File: src/rtl/alu_result_buffer.sv
// rtl/alu_result_buffer.sv - two-entry result FIFO between the ALU result mux and writeback
// Flags are decoded from the registered head word; nothing combinational crosses from InData.
module alu_result_buffer #(
    parameter int WIDTH = 16
) (
    input  logic             CLK,
    input  logic             nReset,
    input  logic [WIDTH-1:0] InData,
    input  logic             InValid,
    output logic             InReady,
    output logic [WIDTH-1:0] OutData,
    output logic             OutZero,
    output logic             OutNeg,
    output logic             OutValid,
    input  logic             OutReady,
    input  logic             Flush,
    output logic [1:0]       Count
);

    typedef enum logic [1:0] {
        EMPTY = 2'd0,
        ONE   = 2'd1,
        FULL  = 2'd2
    } state_t;

    state_t           state;
    logic [WIDTH-1:0] head;
    logic [WIDTH-1:0] tail;
    logic             push;
    logic             pop;

    assign push = InValid && InReady;
    assign pop  = OutValid && OutReady;

    always_ff @(posedge CLK or negedge nReset) begin
        if (!nReset) begin
            state <= EMPTY;
            head  <= '0;
            tail  <= '0;
        end else if (Flush) begin
            state <= EMPTY;
        end else begin
            case (state)
                EMPTY: begin
                    if (push) begin
                        head  <= InData;
                        state <= ONE;
                    end
                end
                ONE: begin
                    // Simultaneous push and pop replaces the head in place.
                    if (push && pop) begin
                        head <= InData;
                    end else if (push) begin
                        tail  <= InData;
                        state <= FULL;
                    end else if (pop) begin
                        state <= EMPTY;
                    end
                end
                FULL: begin
                    if (pop) begin
                        head  <= tail;
                        state <= ONE;
                    end
                end
                default: state <= EMPTY;
            endcase
        end
    end

    assign Count    = state;
    assign InReady  = (state != FULL);
    assign OutValid = (state != EMPTY);
    // Stale storage stays hidden while the buffer is empty.
    assign OutData  = OutValid ? head : '0;
    assign OutZero  = OutValid && (head == '0);
    assign OutNeg   = OutData[WIDTH-1];

endmodule

File: config.mk
export PLATFORM = sky130hd
export DESIGN_NAME = alu_result_buffer
export DESIGN_NICKNAME = d
export VERILOG_FILES = /design/src/rtl/alu_result_buffer.sv
export SDC_FILE = /design/constraint.sdc
export NUM_CORES = 1
export LEC_CHECK = 0
export CAP_MARGIN = 20
export CORE_MARGIN = 2
export CORE_UTILIZATION = 44
export CTS_CLUSTER_DIAMETER = 60
export DETAILED_ROUTE_END_ITERATION = 6
export PLACE_DENSITY = 0.76
export SETUP_SLACK_MARGIN = 0.3
export SYNTH_ARGS = -nofsm -noshare
export SYNTH_HDL_FRONTEND = slang
export SYNTH_SLANG_ARGS = --single-unit
File: constraint.sdc
create_clock -name CLK -period 1.5 [get_ports CLK]
set_input_delay 0.15 -clock CLK [delete_from_list [all_inputs] [get_ports CLK]]
set_output_delay 0.15 -clock CLK [all_outputs]
set_load 0.02 [all_outputs]
; After elaboration in Yosys (flattened, before gate mapping)
; Cells that the tools add are included.
[classes]
n_bitwise = 2
eq_ne = 10
muxes = 12
reduce_logical = 11
[op_table]
columns = operator, n
row1 = $mux W16, 4
row2 = $pmux W16 S3, 1
row3 = $logic_not A16 Y1, 1
row4 = $mux W2, 6
row5 = $ne A3 B3 Y1 const B, 3
row6 = $ne A2 B2 Y1 const B, 4
row7 = $reduce_and A4 Y1, 2
row8 = $pmux W2 S3, 1
row9 = $reduce_and A5 Y1, 1
row10 = $logic_and A1 B1 Y1, 4
row11 = $ne A4 B4 Y1 const B, 1
row12 = $reduce_bool A3 Y1, 1
row13 = $eq A2 B1 Y1 const B, 1
row14 = $eq A2 B2 Y1 const B, 1
row15 = $logic_not A2 Y1, 1
row16 = $not A1 Y1, 2
row17 = $reduce_bool A2 Y1, 1
[word_totals]
out_inout_bits = 22
input_bits = 21
regBits = 34
wordCells = 38

; Logic depth before layout (Yosys ltp)
; Gate-level depths: netlist of run 1.
[depth]
ltp_word = 7
depth_mapped = 6
mapped_depth_nobuf = 3

; Worst setup path after synthesis of run 1
; OpenSTA, ideal clock, no wires.
[synth_timing]
path_kind = register to register
from = register state[0] (netlist: Count[0])
to = register head[0]
synth_period_minus_slack_ns = 1.759
t_required_ns = 1.375
path_stages_with_launch = 7
slack_ns = -0.259
arrival_time_ns = 1.634
n_path_buf = 3
setup_time_ns = 0.125
path_cell_list = dfrtp_1 buf_4 nor2b_1 buf_2 buf_6 mux2_2 mux2_2
[synth_between]
elab_chain_len = 5
elab_cells_between_ends = 14
cone_classes = eq/ne (6) / mux (1) / reduce/logical (7)
[synth_rtl]
columns = item, line
row1 = start: declaration, 26  ; state_t state;
row2 = start signal: assignment, 37  ; state <= EMPTY;
row3 = start signal: assignment, 41  ; state <= EMPTY;
row4 = start signal: assignment, 47  ; state <= ONE;
row5 = $ne A2 B2 Y1 / $reduce_bool A2 Y1 (equally long branches), "73, 74"
row6 = $logic_and A1 B1 Y1 (on tied branches), "32, 33"
row7 = $logic_and A1 B1 Y1, 52  ; if (push && pop) begin
row8 = $ne A2 B2 Y1 (no source line), --
row9 = $reduce_and A5 Y1 (no source line), --
row10 = end signal: assignment, 46  ; head <= InData;
row11 = end signal: assignment, 53  ; head <= InData;
row12 = end signal: assignment, 63  ; head <= tail;
row13 = end: declaration, 27  ; logic [WIDTH-1:0] head;
; Parallel ways exist; a longest one is shown, timed or not.
; A chain may end at the register's enable or synchronous reset.

; Final worst setup path of run 1
[layout_timing]
from = register state[1] (netlist: Count[1])
to = output port OutData[9]
[layout_between]
elab_chain_len = 2
[layout_rtl]
columns = item, line
row1 = $reduce_bool A2 Y1, 74  ; assign OutValid = (state != EMPTY);
row2 = $mux W16, 76  ; assign OutData = OutValid ? head : '0;
row3 = end: declaration, 11  ; output logic [WIDTH-1:0] OutData,
; No other way between the ends.

==> summary.txt, run 1 <==
STA
  – Final setup fails: 40
  – RSZ-0062 raised after global routing: true
  – Max-slew violations: 0
  – Worst hold margin: 0.277 ns
  – Final period util: 109%
  – Setup tns final: -2.18 ns
  – Fmax: ~610 MHz
  – Final min period: about 1.6 ns
  – Final WS setup: -0.142 ns
  – Hold Vio Cnt, Final: 0
  – Worst slew pin tran: roughly 0.43 ns
  – Worst Clk Skew: ~0.0037 ns
  – Slew HR: between 70% and 80%

Cells and area
  – Multi-input gate area: approximately 960 um2
  – ANT cells: 0
  – Most frequent cells in the layout: dfrtp_1, buf_4, mux2_2, mux2_4, clkdlybuf4s50_1
  – Commonest non-fill, non-tap cell in the layout: dfrtp_1
  – Register Area: roughly 850 um2
  – Fill cell count: approximately 250
  – Nets@finish: between 200 and 250
  – Share of cells above drive strength 1: between 60% and 70%
  – Area Overhead vs Synth: 61.2%

Floorplan
  – Core Area: about 3700 um2
  – Die span in y: roughly 66 um
  – Initial Utilization: 46.1%
  – Io pins: 43
  – FP Rows: 22
  – Die Width: between 60 and 70 um
  – Die footprint: 4380 um2

Status
  – Status: finished with violations
  – Violated checks: setup timing

Synthesis
  – Yosys top cell area share: 50.0%
  – Synth top area cells: dfrtp_1, mux2_2, nor2b_1, buf_6, o31ai_4
  – Largest family of logic cells by synthesized area: multiplexers
  – Synth Area in Adders: 0%
  – Top cell type by total area after synthesis: dfrtp_1
  – Simple-gate share of the synthesized area: a little under an eighth
  – Post-Synthesis Net Count: 149
  – Register area share after synthesis: approximately 50%
  – Synthesized area per cell: between 10 and 15 um2
  – #FFs+latches synth: 34
  – Xor/xnor share of the synthesized area: 0%
  – Cell variety after synth: 22
  – Synth Warn #: 0
  – Mux share of post-synthesis cell area: approximately 32%
  – Synth Area in Compound Gates: between 2 and 2.5%
  – Post-Syn Instances: between 100 and 150
  – Cell Area, Synth: 1700 um2

Clocking
  – CTS sink count: 34
  – Clock Path Buffers: 2
  – TritonCTS buffer count: 5
  – CTS tree: built
  – Clock slew at reported path FFs: approximately 0.07 ns
  – Worst skew pair latency: just under 0.3 ns
  – CTS root buf: clkbuf_8
  – H-tree depth: 2

Flow run
  – Max-cap violations: 0

Route
  – Final ANT Viol Nets: 0
  – DRC errors left: 0
  – DR vias: 1283
  – Wirelength, routed: 4.23 mm
  – Routed WL per cell: 16.9 um
  – Drt via density: approximately 5.1
  – 1st-iter DRT viols: 24
  – Pre-antenna DRT Iters: 4

Placed design
  – DP HPWL: 2.62 mm
  – Final Wtd Congestion: ~0.74
  – IO Port Bufs: 42
  – Dpl ws: -0.293 ns

Critical path
  – WP data arrival: ~1.5 ns
  – Type of the worst setup path: reg2out
  – Req. time, crit path: about 1.4 ns
  – Critical path endpoint category: output pin
  – Crit Path Max Fanout: 7
  – Critical Path Source Type: flop

Min path
  – Min-Delay Path Class: in2async

Global routing
  – Initial antenna violation count: 0
  – Largest net degree at the start of global routing: 35
  – Vias in the first global route: 1389
  – All-Layer GR Usage: 20.0%
  – Global-route wire length before repair: ~6.3 mm
  – GRT Residual Overflow: 0

Pwr
  – VDD IR max: roughly 0.6 mV
  – Leak pwr: approximately 1.2 nW
  – PwrDens: around 1100 nW/um2
## sequential cells by signal, summed over array words and instances (netlist names)
name	flops
head	16
tail	16
Count	2
## metrics by stage
step	power, mW	utilization (%)	instances	cell area, um2
3_5_place_dp	2.11	65.3	234	2410
6_report	3.02	74.4	250	2740
2_1_floorplan	1.70	-	128	1780
3_3_place_gp	2.07	65.3	234	2410
4_1_cts	2.95	71.6	249	2640
5_1_grt	3.16	74.4	250	2740
## cells by family (layout without fill, tap and decap cells)
kind of cell | Yosys count | in the layout
AO/OA/AOI/OAI | 4 | 4
multiplexers | 49 | 49
flip-flops | 34 | 34
AND/OR/NAND/NOR | 32 | 32
buffers and inverters | 9 | 83
## power breakdown
group          internal [mW]  switching, mW  leakage (nW)
Sequential              1.13          0.133         0.408
Combinational          0.605          0.354         0.768
Clock                  0.463          0.331        0.0575
## critical path, stage by stage (launching register included)
cell	delay, ns
dfrtp_2	0.45
buf_6	0.14
nor2_4	0.15
buf_12	0.15
buf_6	0.11
nor2b_1	0.05
buf_4	0.15
## worst paths after layout
kind	from	end	slack, ns	cells past startpoint
min in group CLK	InData[9]	tail[9]$_DFFE_PN0P_	0.51	2
max in group asynchronous	nReset	Count[0]$_DFFE_PN0P_	0.90	2
setup / recovery	Count[1]$_DFFE_PN0P_	OutData[9]	-0.14	6
hold / removal	nReset	Count[1]$_DFFE_PN0P_	0.28	2
hold reg to reg	tail[7]$_DFFE_PN0P_	tail[7]$_DFFE_PN0P_	0.51	1
setup reg to reg	Count[0]$_DFFE_PN0P_	head[9]$_DFFE_PN0P_	-0.08	4
## repair_timing
action,CTS,global route
gates cloned,1,1
endpoints found under the hold margin,0,0
setup endpoints to repair,55,56
pin swaps,1,2
hold buffers,0,0
gates resized for setup,139,22
buffers inserted,6,0
## layer usage
layer	up-vias	global-route usage, %	routed length [um]
li1	597	-	-
met1	641	22.6	1720
met2	34	35.3	2210
met3	11	5.28	173
met4	0	8.42	120
met5	-	0	0
## cell usage after synthesis
cell type / n
nand4bb_1: 1
o31ai_4: 1
mux2_2: 48
or4_1: 1
nor2b_1: 17
mux2i_1: 1
o21ba_2: 1
nor4_1: 3
clkbuf_1: 1
and2b_1: 1
nand2_1: 1
nor3_1: 2
a21oi_1: 2
nand3_2: 1
nor2_1: 3
or3b_2: 1
buf_4: 2
buf_2: 2
dfrtp_1: 34
buf_6: 2
nand3_1: 1
inv_1: 2
## area by class of cell
| cell class | count | share of cell area, % |
|---|---|---|
| clock buffers | 8 | 4.01 |
| inverters | 2 | 0.547 |
| multi-input cells | 85 | 34.9 |
| flip-flops and latches | 34 | 31.1 |
| well taps | 48 | 2.19 |
| repair buffers | 73 | 27.2 |
No activity file was read; power rests on OpenSTA's default activity.
==> run 2, diff against run 1 <==
Settings changed: CORE_MARGIN 2 to default, CORE_UTILIZATION 44 to 45, PLACE_DENSITY 0.76 to 0.74.
Clock period 1.5 ns to 1.7 ns, I/O delays scaled along.
==> summary.txt, run 2 (synthesis results as in run 1) <==
Status
  – Status: finished with violations
  – Violated checks: setup timing

Route
  – DRC errors left: 0
  – DR vias: 1370
  – Pre-antenna DRT Iters: 4
  – Wirelength, routed: ~5.5 mm
  – Drt via density: approximately 5.3
  – 1st-iter DRT viols: 37
  – Routed WL per cell: around 21 um
  – Final ANT Viol Nets: 0

Placed design
  – IO Port Bufs: 42
  – Final Wtd Congestion: roughly 0.77
  – DP HPWL: roughly 2.7 mm
  – Dpl ws: -0.138 ns

Cells and area
  – Most frequent cells in the layout: mux2_4, dfrtp_1, buf_6, buf_4, clkdlybuf4s50_1
  – Nets@finish: ~240
  – Commonest non-fill, non-tap cell in the layout: mux2_4
  – Share of cells above drive strength 1: 68.2%
  – Area Overhead vs Synth: 77.6%
  – ANT cells: 0

STA
  – Slew HR: 70.9%
  – Final setup fails: 4
  – Setup tns final: -0.0684 ns
  – Hold Vio Cnt, Final: 0
  – Final min period: 1.73 ns
  – RSZ-0062 raised after global routing: true
  – Fmax: 577 MHz
  – Final WS setup: -0.0321 ns
  – Worst slew pin tran: between 0.4 and 0.5 ns
  – Final period util: 102%
  – Max-slew violations: 0
  – Worst Clk Skew: approximately 0.0042 ns

Floorplan
  – Io pins: 43
  – Core Area: ~3500 um2
  – Die span in y: around 63 um
  – Initial Utilization: 49.1%
  – Die footprint: between 4000 and 5000 um2
  – Die Width: between 60 and 70 um
  – FP Rows: 21

Critical path
  – Worst-case reg-to-reg path depth: 5
  – Worst path max stage delay: 0.42 ns
  – CP Buf/Inv Count: 1
  – Critical-path cell list: nor4_2 > nand3_1 > nor3_2 > buf_4
  – WP data arrival: around 1.6 ns
  – CP delay by family, top: simple AND/OR/NAND/NOR gates
  – Req. time, crit path: about 1.5 ns
  – Crit. path cell count: 4
  – Crit Path Max Fanout: 3
  – Critical path endpoint category: output pin
  – Critical Path Source Type: flop
  – Type of the worst setup path: reg2out
  – CP max-delay cell: dfrtp_1

Global routing
  – Largest net degree at the start of global routing: 35
  – All-Layer GR Usage: 24.5%
  – Grt met2 use: 43.2%
  – GRT Residual Overflow: 0
  – Top Usage Layer GRT: met2
  – Global-route wire length before repair: between 7 and 8 mm
  – Initial antenna violation count: 0
  – GR met1 Demand/Resource: between 20% and 30%
  – Vias in the first global route: around 1.4k
  – GR Util met3: 5.98%

Clocking
  – Hold bufs inserted after CTS: 0
  – CTS sink count: 34
  – CTS root buf: clkbuf_8
  – H-tree depth: 2
  – Clock slew at reported path FFs: around 0.07 ns
  – Clock Path Buffers: 2
  – CTS tree: built
  – TritonCTS buffer count: 5
  – Worst skew pair latency: ~0.28 ns

Flow run
  – Max-cap violations: 0

Pwr
  – Leak pwr: roughly 1.4 nW
  – VDD IR max: between 0.6 and 0.7 mV
  – PwrDens: 920 nW/um2

Min path
  – Min-Delay Path Class: in2async
run 2: report_power, final:
part / switching, mW / internal, mW / leakage (nW)
combinational: 0.369 / 0.668 / 0.985
sequential: 0.140 / 1.00 / 0.408
clock: 0.282 / 0.321 / 0.0443
run 2: repair_timing:
| action | in CTS | in global routing |
|---|---|---|
| hold endpoints to repair | 0 | 0 |
| gates resized for setup | 125 | 72 |
| buffers inserted | 13 | 6 |
| pin swaps | 1 | 4 |
| endpoints found under the setup margin | 41 | 54 |
| gates cloned | 3 | 0 |
run 2: per-layer routing:
layer	part of all wire (%)	up-vias
met2	52	32
met5	0	-
met1	44	712
li1	-	619
met3	2.6	7
met4	1.3	0
run 2: final timing paths:
| check | start | endpoint | slack (ns) |
|---|---|---|---|
| setup / recovery | head[4]$_DFFE_PN0P_ | OutZero | -0.03 |
| hold / removal | nReset | tail[14]$_DFFE_PN0P_ | 0.29 |
| setup reg to reg | Count[1]$_DFFE_PN0P_ | head[15]$_DFFE_PN0P_ | 0.03 |
| hold reg to reg | tail[2]$_DFFE_PN0P_ | tail[2]$_DFFE_PN0P_ | 0.51 |
| max in group asynchronous | nReset | Count[1]$_DFFE_PN0P_ | 1.07 |
| min in group CLK | OutReady | Count[1]$_DFFE_PN0P_ | 0.39 |
run 2: layout make-up:
class / count / area (um2)
multi-input combinational: 85 / 1100
timing repair buffer: 86 / 913
sequential: 34 / 853
fill: 153 / 447
clock buffer: 7 / 86.3
tap: 46 / 57.6
inverter: 2 / 7.51
run 2: stage by stage:
step           hold WS, ns  util (%)  area [um2]  power [mW]  std cells
2_1_floorplan       -0.126         -        1780        1.50        128
3_3_place_gp         0.481      69.4        2410        1.82        231
6_report             0.295      87.1        3020        2.78        260
5_1_grt              0.350      87.1        3020        2.89        260
4_1_cts              0.305      78.1        2710        2.53        254
3_5_place_dp         0.491      69.4        2410        1.86        231
run 2: worst register-to-register path: stages (launching register included):
cell     delay [ns]
dfrtp_2        0.45
nor2b_4        0.25
buf_12         0.17
buf_12         0.12
mux2_4         0.30
mux2_4         0.26
